==> src/rtl/imm_byte_splitter.sv <==
// Splits a 16-bit constant into two flagged 8-bit immediates over ready/valid.
// Optional macro IMM_SPLIT_SKIP_ZERO_EN suppresses zero bytes at word acceptance.
module imm_byte_splitter #(
  parameter int HI_FIRST = 1
) (
  input  logic        clk,
  input  logic        reset,
  input  logic        word_valid,
  input  logic [15:0] word_in,
  output logic        word_ready,
  output logic        imm_valid,
  output logic [7:0]  imm,
  output logic        flag,
  output logic        imm_last,
  input  logic        imm_ready,
  output logic        busy
);

  localparam logic HF = (HI_FIRST != 0);

  typedef enum logic [1:0] {
    IDLE   = 2'd0,
    FIRST  = 2'd1,
    SECOND = 2'd2
  } state_t;

  state_t      state_r, state_s;
  logic [15:0] word_r, word_s;
  logic [7:0]  imm_r, imm_s;
  logic        flag_r, flag_s;
  logic        last_r, last_s;
  logic        valid_r, valid_s;
  logic        busy_r;

  logic        final_s;
  logic        accept_s;
  logic [7:0]  acc_imm_s;
  logic        acc_flag_s;
  logic        acc_last_s;

  // Handshake qualifiers; a single-byte FIRST behaves like SECOND on its handshake
  always_comb begin
    final_s    = (state_r == SECOND) || ((state_r == FIRST) && last_r);
    word_ready = !reset && ((state_r == IDLE) || (final_s && imm_ready));
    accept_s   = word_valid && word_ready;
  end

  // First byte presented for a word being accepted this cycle
  always_comb begin
    acc_imm_s  = HF ? word_in[15:8] : word_in[7:0];
    acc_flag_s = HF;
    acc_last_s = 1'b0;
`ifdef IMM_SPLIT_SKIP_ZERO_EN
    if (word_in == 16'h0000) begin
      acc_imm_s  = 8'h00;
      acc_flag_s = 1'b0;
      acc_last_s = 1'b1;
    end else if (word_in[15:8] == 8'h00) begin
      acc_imm_s  = word_in[7:0];
      acc_flag_s = 1'b0;
      acc_last_s = 1'b1;
    end else if (word_in[7:0] == 8'h00) begin
      acc_imm_s  = word_in[15:8];
      acc_flag_s = 1'b1;
      acc_last_s = 1'b1;
    end else begin
      acc_imm_s  = HF ? word_in[15:8] : word_in[7:0];
      acc_flag_s = HF;
      acc_last_s = 1'b0;
    end
`endif
  end

  // Next-state and next-output selection; everything holds unless a handshake occurs
  always_comb begin
    state_s = state_r;
    word_s  = word_r;
    imm_s   = imm_r;
    flag_s  = flag_r;
    last_s  = last_r;
    valid_s = valid_r;
    if (accept_s) begin
      state_s = FIRST;
      word_s  = word_in;
      valid_s = 1'b1;
      imm_s   = acc_imm_s;
      flag_s  = acc_flag_s;
      last_s  = acc_last_s;
    end else if ((state_r == FIRST) && !last_r && imm_ready) begin
      state_s = SECOND;
      imm_s   = HF ? word_r[7:0] : word_r[15:8];
      flag_s  = ~HF;
      last_s  = 1'b1;
    end else if (final_s && imm_ready) begin
      state_s = IDLE;
      valid_s = 1'b0;
    end else if ((state_r != IDLE) && (state_r != FIRST) && (state_r != SECOND)) begin
      // Unreachable encoding recovers to a clean idle
      state_s = IDLE;
      valid_s = 1'b0;
      last_s  = 1'b0;
    end else begin
      state_s = state_r;
    end
  end

  // State and output registers with synchronous reset
  always_ff @(posedge clk) begin
    if (reset) begin
      state_r <= IDLE;
      word_r  <= 16'h0000;
      imm_r   <= 8'h00;
      flag_r  <= 1'b0;
      last_r  <= 1'b0;
      valid_r <= 1'b0;
      busy_r  <= 1'b0;
    end else begin
      state_r <= state_s;
      word_r  <= word_s;
      imm_r   <= imm_s;
      flag_r  <= flag_s;
      last_r  <= last_s;
      valid_r <= valid_s;
      busy_r  <= (state_s != IDLE);
    end
  end

  assign imm_valid = valid_r;
  assign imm       = imm_r;
  assign flag      = flag_r;
  assign imm_last  = last_r;
  assign busy      = busy_r;

endmodule

==> config.mk <==
export PLATFORM = sky130hd
export DESIGN_NAME = imm_byte_splitter
export DESIGN_NICKNAME = d
export VERILOG_FILES = /design/src/rtl/imm_byte_splitter.sv
export SDC_FILE = /design/constraint.sdc
export NUM_CORES = 1
export LEC_CHECK = 0
export ABC_AREA = 1
export BUFFER_PORTS_ARGS = -buffer_cell sky130_fd_sc_hd__buf_4
export CAP_MARGIN = 20
export CORE_MARGIN = 2
export CORE_UTILIZATION = 31
export CTS_CLUSTER_SIZE = 24
export DETAILED_ROUTE_END_ITERATION = 10
export PLACE_DENSITY = 0.61
export SYNTH_ARGS = -nofsm -noshare
export SYNTH_HDL_FRONTEND = slang
export SYNTH_SLANG_ARGS = --single-unit
==> constraint.sdc <==
create_clock -name clk -period 1.4 [get_ports clk]
set_clock_uncertainty 0.15 [all_clocks]
set_input_delay 0.07 -clock clk [delete_from_list [all_inputs] [get_ports clk]]
set_output_delay 0.07 -clock clk [all_outputs]
set_load 0.03 [all_outputs]
Yosys cells after proc, flatten, opt, wreduce, memory -nomap -nowiden
Cells that the tools add are included.
Storage, ports and cells
  flip-flop bits (word level): 22
  bits of input ports: 20
  output and inout bits: 13
  word-level logic and storage cells: 48
Cells by class
  equality and inequality tests: 6
  muxes and demuxes: 14
  reductions and logical operators: 21
Operators by type and width (number)
  $mux W8: 2
  $logic_and A1 B1 Y1: 8
  $mux W1: 8
  $mux W2: 4
  $reduce_bool A2 Y1: 4
  $ne A2 B2 Y1 const B: 3
  $reduce_and A2 Y1: 2
  $reduce_bool A3 Y1: 1
  $eq A2 B1 Y1 const B: 1
  $eq A2 B2 Y1 const B: 1
  $logic_not A1 Y1: 2
  $logic_not A2 Y1: 1
  $logic_or A1 B1 Y1: 2
  $ne A2 B1 Y1 const B: 1
  $reduce_or A2 Y1: 1

Longest topological paths before layout
  depth in word-level cells: 9
  mapped depth: 11
  depth with buffers taken out: 10

Worst setup path before layout
Ideal clock, no wire load.
  path type: reg2reg
  start: register last_r (netlist: imm_last)
  end: register imm_r[0] (netlist: imm[0])
  setup time: 0.056 ns
  arrival: 1.450 ns
  data required time: 1.194 ns
  slack: -0.256 ns
  stages on the path, launching flop included: 9
  path buffers: 0
  clock period less this slack: 1.656 ns
  cells stage by stage: dfxtp_1 nand3_1 nand2_1 nand2_2 a21oi_4 nand3_1 nand3_1 nand2_1 inv_1
Between the ends
  cells in the longest elaborated chain, start to end: 7
  elaborated cells between the ends (all ways): 11
  those cells by class: mux (1); reduce/logical (10)
RTL lines
  start, declared: RTL line 31  | logic last_r, last_s;
  start signal, assigned: RTL line 122  | last_r <= last_s;
  $logic_and A1 B1 Y1 *: RTL line 43  | final_s = (state_r == SECOND) || ((state_r == FIRST) && last_r);
  $logic_or A1 B1 Y1 *: RTL line 43
  $logic_and A1 B1 Y1 *: RTL line 44  | word_ready = !reset && ((state_r == IDLE) || (final_s && imm_ready));
  $logic_or A1 B1 Y1 *: RTL line 44
  $logic_and A1 B1 Y1 *: RTL line 44
  named net word_ready: RTL line 10  | output logic word_ready,
  $logic_and A1 B1 Y1 *: RTL line 45  | accept_s = word_valid && word_ready;
  $mux W8 or $reduce_bool A2 Y1 (tied branches)
  end signal, assigned: RTL line 120  | imm_r <= imm_s;
  end, declared: RTL line 29  | logic [7:0] imm_r, imm_s;
Mark *: on every way through the listed nets, which the timed path passes. The rest lies on a longest branch.
A chain may end at the register's enable or synchronous reset.

Final worst setup path
  start: register state_r[1]
  end: output word_ready
Between the ends
  cells in the longest elaborated chain, start to end: 6
  elaborated cells between the ends (all ways): 8
  those cells by class: eq/ne (2); reduce/logical (6)
RTL lines
  start, declared: RTL line 27  | state_t state_r, state_s;
  start signal, assigned: RTL line 118  | state_r <= state_s;
  $eq A2 B1 Y1: RTL line 43
  $logic_and A1 B1 Y1: RTL line 43
  $logic_or A1 B1 Y1: RTL line 43
  $logic_and A1 B1 Y1: RTL line 44
  $logic_or A1 B1 Y1 *: RTL line 44
  $logic_and A1 B1 Y1 *: RTL line 44
  end, declared: RTL line 10
Every way passes the cells marked *; elsewhere a longest branch is shown, timed or not.

==> results by stage <==
Clocking:
- Counting every sink on the clock net gives 22.
- Buffers inserted during clock tree synthesis total 3.
- CTS placed an instance of clkbuf_4 at the clock tree root.
- TritonCTS built the clock tree.
- For the worst-skew pair, the clock arrives at the later sink with an insertion delay of 0.30 ns.
- Clock-pin slew was measured on the worst setup and hold paths at 0.11 ns.
- In this run the deepest clock path goes through 2 buffers.
- CTS built an H-tree with a depth of 1.

Layout:
- The number of inserted filler cells in the final layout is 298.
- The number of antenna diodes in the final layout is 0.
- The share of cells above drive strength 1 is 36.46%.
- Leaving out fill and tap cells, the most frequent cell in the layout is buf_4.
- After routing the design area is 1625 µm².
- Once layout is complete, the cells apart from fillers number 225.
- The utilization after layout is 54.13%.
- The net count reported at finish is 213.
- Leaving out fill and tap cells, the most frequent cells in the layout are buf_4, nand3_1, nand2_1, dfxtp_1, dlygate4sd3_1.
- The area added between synthesis and finish is 69.14%.

Floorplanning:
- The number of rows in the core area is 20.
- The die boundary width is 59.68 µm.
- The area of the placeable core is 3003 µm².
- From bottom edge to top edge, the die measures 59.68 µm.
- The die covers 3561 µm².
- The starting density of the core is 32.00%.
- The number of top-level pins is 33.

Min path:
- The hold path startpoint is word_valid.
- The worst hold path passes through 5 cells.
- The path class of the lowest-slack min-delay path is in2reg.
- For hold timing, the worst endpoint is imm[1].

Worst setup path:
- The worst setup path is of the reg2out kind.
- Across all register-to-register paths, the minimum setup slack is -0.13 ns.
- The worst setup path is launched from a flip-flop.
- The worst path arrival time is 1.35 ns.
- STA classifies the critical path endpoint as a primary output.
- For the worst setup path, the data required time is 1.18 ns.
- The depth of the worst register-to-register path is 11.
- The launch point of the worst reg-to-reg path is state_r[1].
- In this run the worst path has a maximum fanout of 3.
- The worst register-to-register path ends at imm[3].

Routing:
- Dividing the detail-routed wire length by the instance count gives 12.51 µm.
- For this run, design rule violations remaining after detail routing come to 0.
- The count of nets left with antenna violations once routing finished came out at 0.
- After detailed routing, the total wire length is 2814 µm.
- The via count is 1094.
- The number of iterations in the first detailed-routing pass is 4.
- The via-per-instance ratio is 4.862.
- For this block, the initial DRC count from the detailed router was 35.

STA:
- The final critical path takes up 112.0% of the cycle.
- In the post-route analysis, the smallest setup slack over all paths is -0.1684 ns.
- The worst max-slew margin expressed relative to the limit is 69.66%.
- The final hold violation count is 0.
- For this run, the top clock speed supported by timing is 0.6376 GHz.
- The post-layout minimum cycle time is 1.568 ns.
- Setup repair after global routing could not meet its margin everywhere.
- Setup violations remaining at the end of the flow were counted as 18.
- The number of pins exceeding their max-slew limit in the final report is 0.
- The final-layout setup total negative slack is -1.508 ns.
- At the pin with the least slew margin, the transition time is 0.4535 ns.

GRT:
- The total routing usage reported by global routing is 16.26%.
- The via count of the first global-routing pass is 1049.
- The total overflow left after global routing is 0.
- Entering global routing, the biggest net connects 13 pins.
- The first global-routing pass estimated 4429 µm of wire.
- The initial antenna violation count came to 0.

Synthesis:
- The biggest area consumer among synthesized cells is dfxtp_1.
- The total standard cell area after synthesis is 960.9 µm².
- The number of instances in the synthesized netlist is 126.
- Of the post-synthesis cell area, the dominant cell type holds 45.83%.
- In this run, distinct cell masters in the synthesized netlist total 19.
- After synthesis the netlist holds a flip-flop and latch count of 22.
- By area the synthesized netlist is led by dfxtp_1, nand3_1, nand2_1.
- The average cell area after synthesis is 7.626 µm².
- The number of warning messages in the yosys log is 0.
- The post-synthesis sequential area ratio is 45.83%.
- The post-synth net total is 146.

Placement:
- At the end of routability-driven placement, the weighted congestion stood at 0.7452.
- The number of cells after detailed placement is 195.
- After legalization and detailed placement, the total HPWL measured 1827 µm.
- The number of buffer cells added on primary ports is 32.
- The placed instances occupy a cell area of 1284 µm².

Power and ir drop:
- The leakage component of the power is 0.7710 nW.
- The worst-case vdd ir drop is 0.5559 mV.
- Dividing total power by cell area gives a power density of 887.1 nW/µm².

Status:
- The flow ran to the end, but the final reports show violations.
- The checks that failed: setup timing.

Job:
- Max-cap violations in this run came to 0.
worst max-delay path, cell delays in order, from the launching register on:
cell,delay [ns]
dfxtp_2,0.35
inv_2,0.08
nand3_2,0.07
nand2_2,0.07
nand2_2,0.06
buf_6,0.12
a21oi_4,0.15
buf_6,0.15
routing by layer:
metal  part of all wire [%]  global-route usage, %  vias to the layer above
li1                       -                      -                      558
met1                     43                  19.92                      506
met2                     53                  29.97                       30
met3                    3.4                  1.948                        0
met4                      0                  3.810                        0
met5                      0                      0                        -
power by group:
group          leakage (nW)  internal, mW  switching (mW)
Sequential            0.182         0.667          0.0256
Combinational         0.568         0.191           0.220
Clock                0.0210         0.158           0.179
Total                 0.771          1.02           0.425
cell usage after synthesis:
library cell	number
inv_1	11
nand3_1	35
buf_2	1
nand2_1	31
a21oi_4	1
buf_6	1
dfxtp_1	22
nor3_1	1
inv_2	3
nor3_4	1
nand4_1	1
or2_1	1
buf_4	2
nand3_4	1
clkbuf_1	1
o31ai_1	1
a21oi_2	1
nand2_2	2
a21oi_1	9
worst max-delay path by stage:
stage,start,endpoint,slack [ns],cells past startpoint
final,state_r[1],word_ready,-0.17,7
after global routing,state_r[1],imm[2],-0.26,11
after CTS,state_r[1],word_ready,-0.12,7
after detailed placement,state_r[1],word_r[2],-0.14,9
after global placement,state_r[1],word_r[2],-0.09,9
after floorplan,imm_last,imm[0],-0.06,8
cells by family after synthesis:
logic type	after synthesis	share of synthesized area (%)
buffers and inverters	19	9.113
and+or+nand+nor	73	36.98
AOI/OAI and AO/OA	12	8.073
DFF	22	45.83
per-stage QoR:
stage,total power [mW],hold slack (ns),setup WS [ns]
after floorplan,0.8921,0.03406,-0.05727
after global placement,1.020,0.1645,-0.08983
after detailed placement,1.027,0.1727,-0.1419
after CTS,1.441,0.04617,-0.1177
after global routing,1.519,0.08558,-0.2641
final,1.442,0.05720,-0.1684
cell type report:
class / count / area, µm² / share of cell area [%]
clock buffer: 4 / 36.28 / 2.232
inverter: 14 / 55.05 / 3.387
multi-input combinational: 88 / 500.5 / 30.79
sequential: 22 / 449.2 / 27.64
tap: 33 / 41.29 / 2.540
timing repair buffer: 64 / 543.0 / 33.41
timing repair:
item,4_1_cts,5_1_grt
pin swaps,4,3
gates resized for setup,7,8
endpoints found under the hold margin,19,0
cloned,3,0
setup buffers,4,0
hold buffers,19,0
endpoints found under the setup margin,20,20
registers in the layout, indices dropped and copies added (netlist names):
name	count
flag	1
busy	1
imm_valid	1
state_r	2
word_r	8
imm	8
imm_last	1
Note: power is estimated with default switching activity, not from simulation.
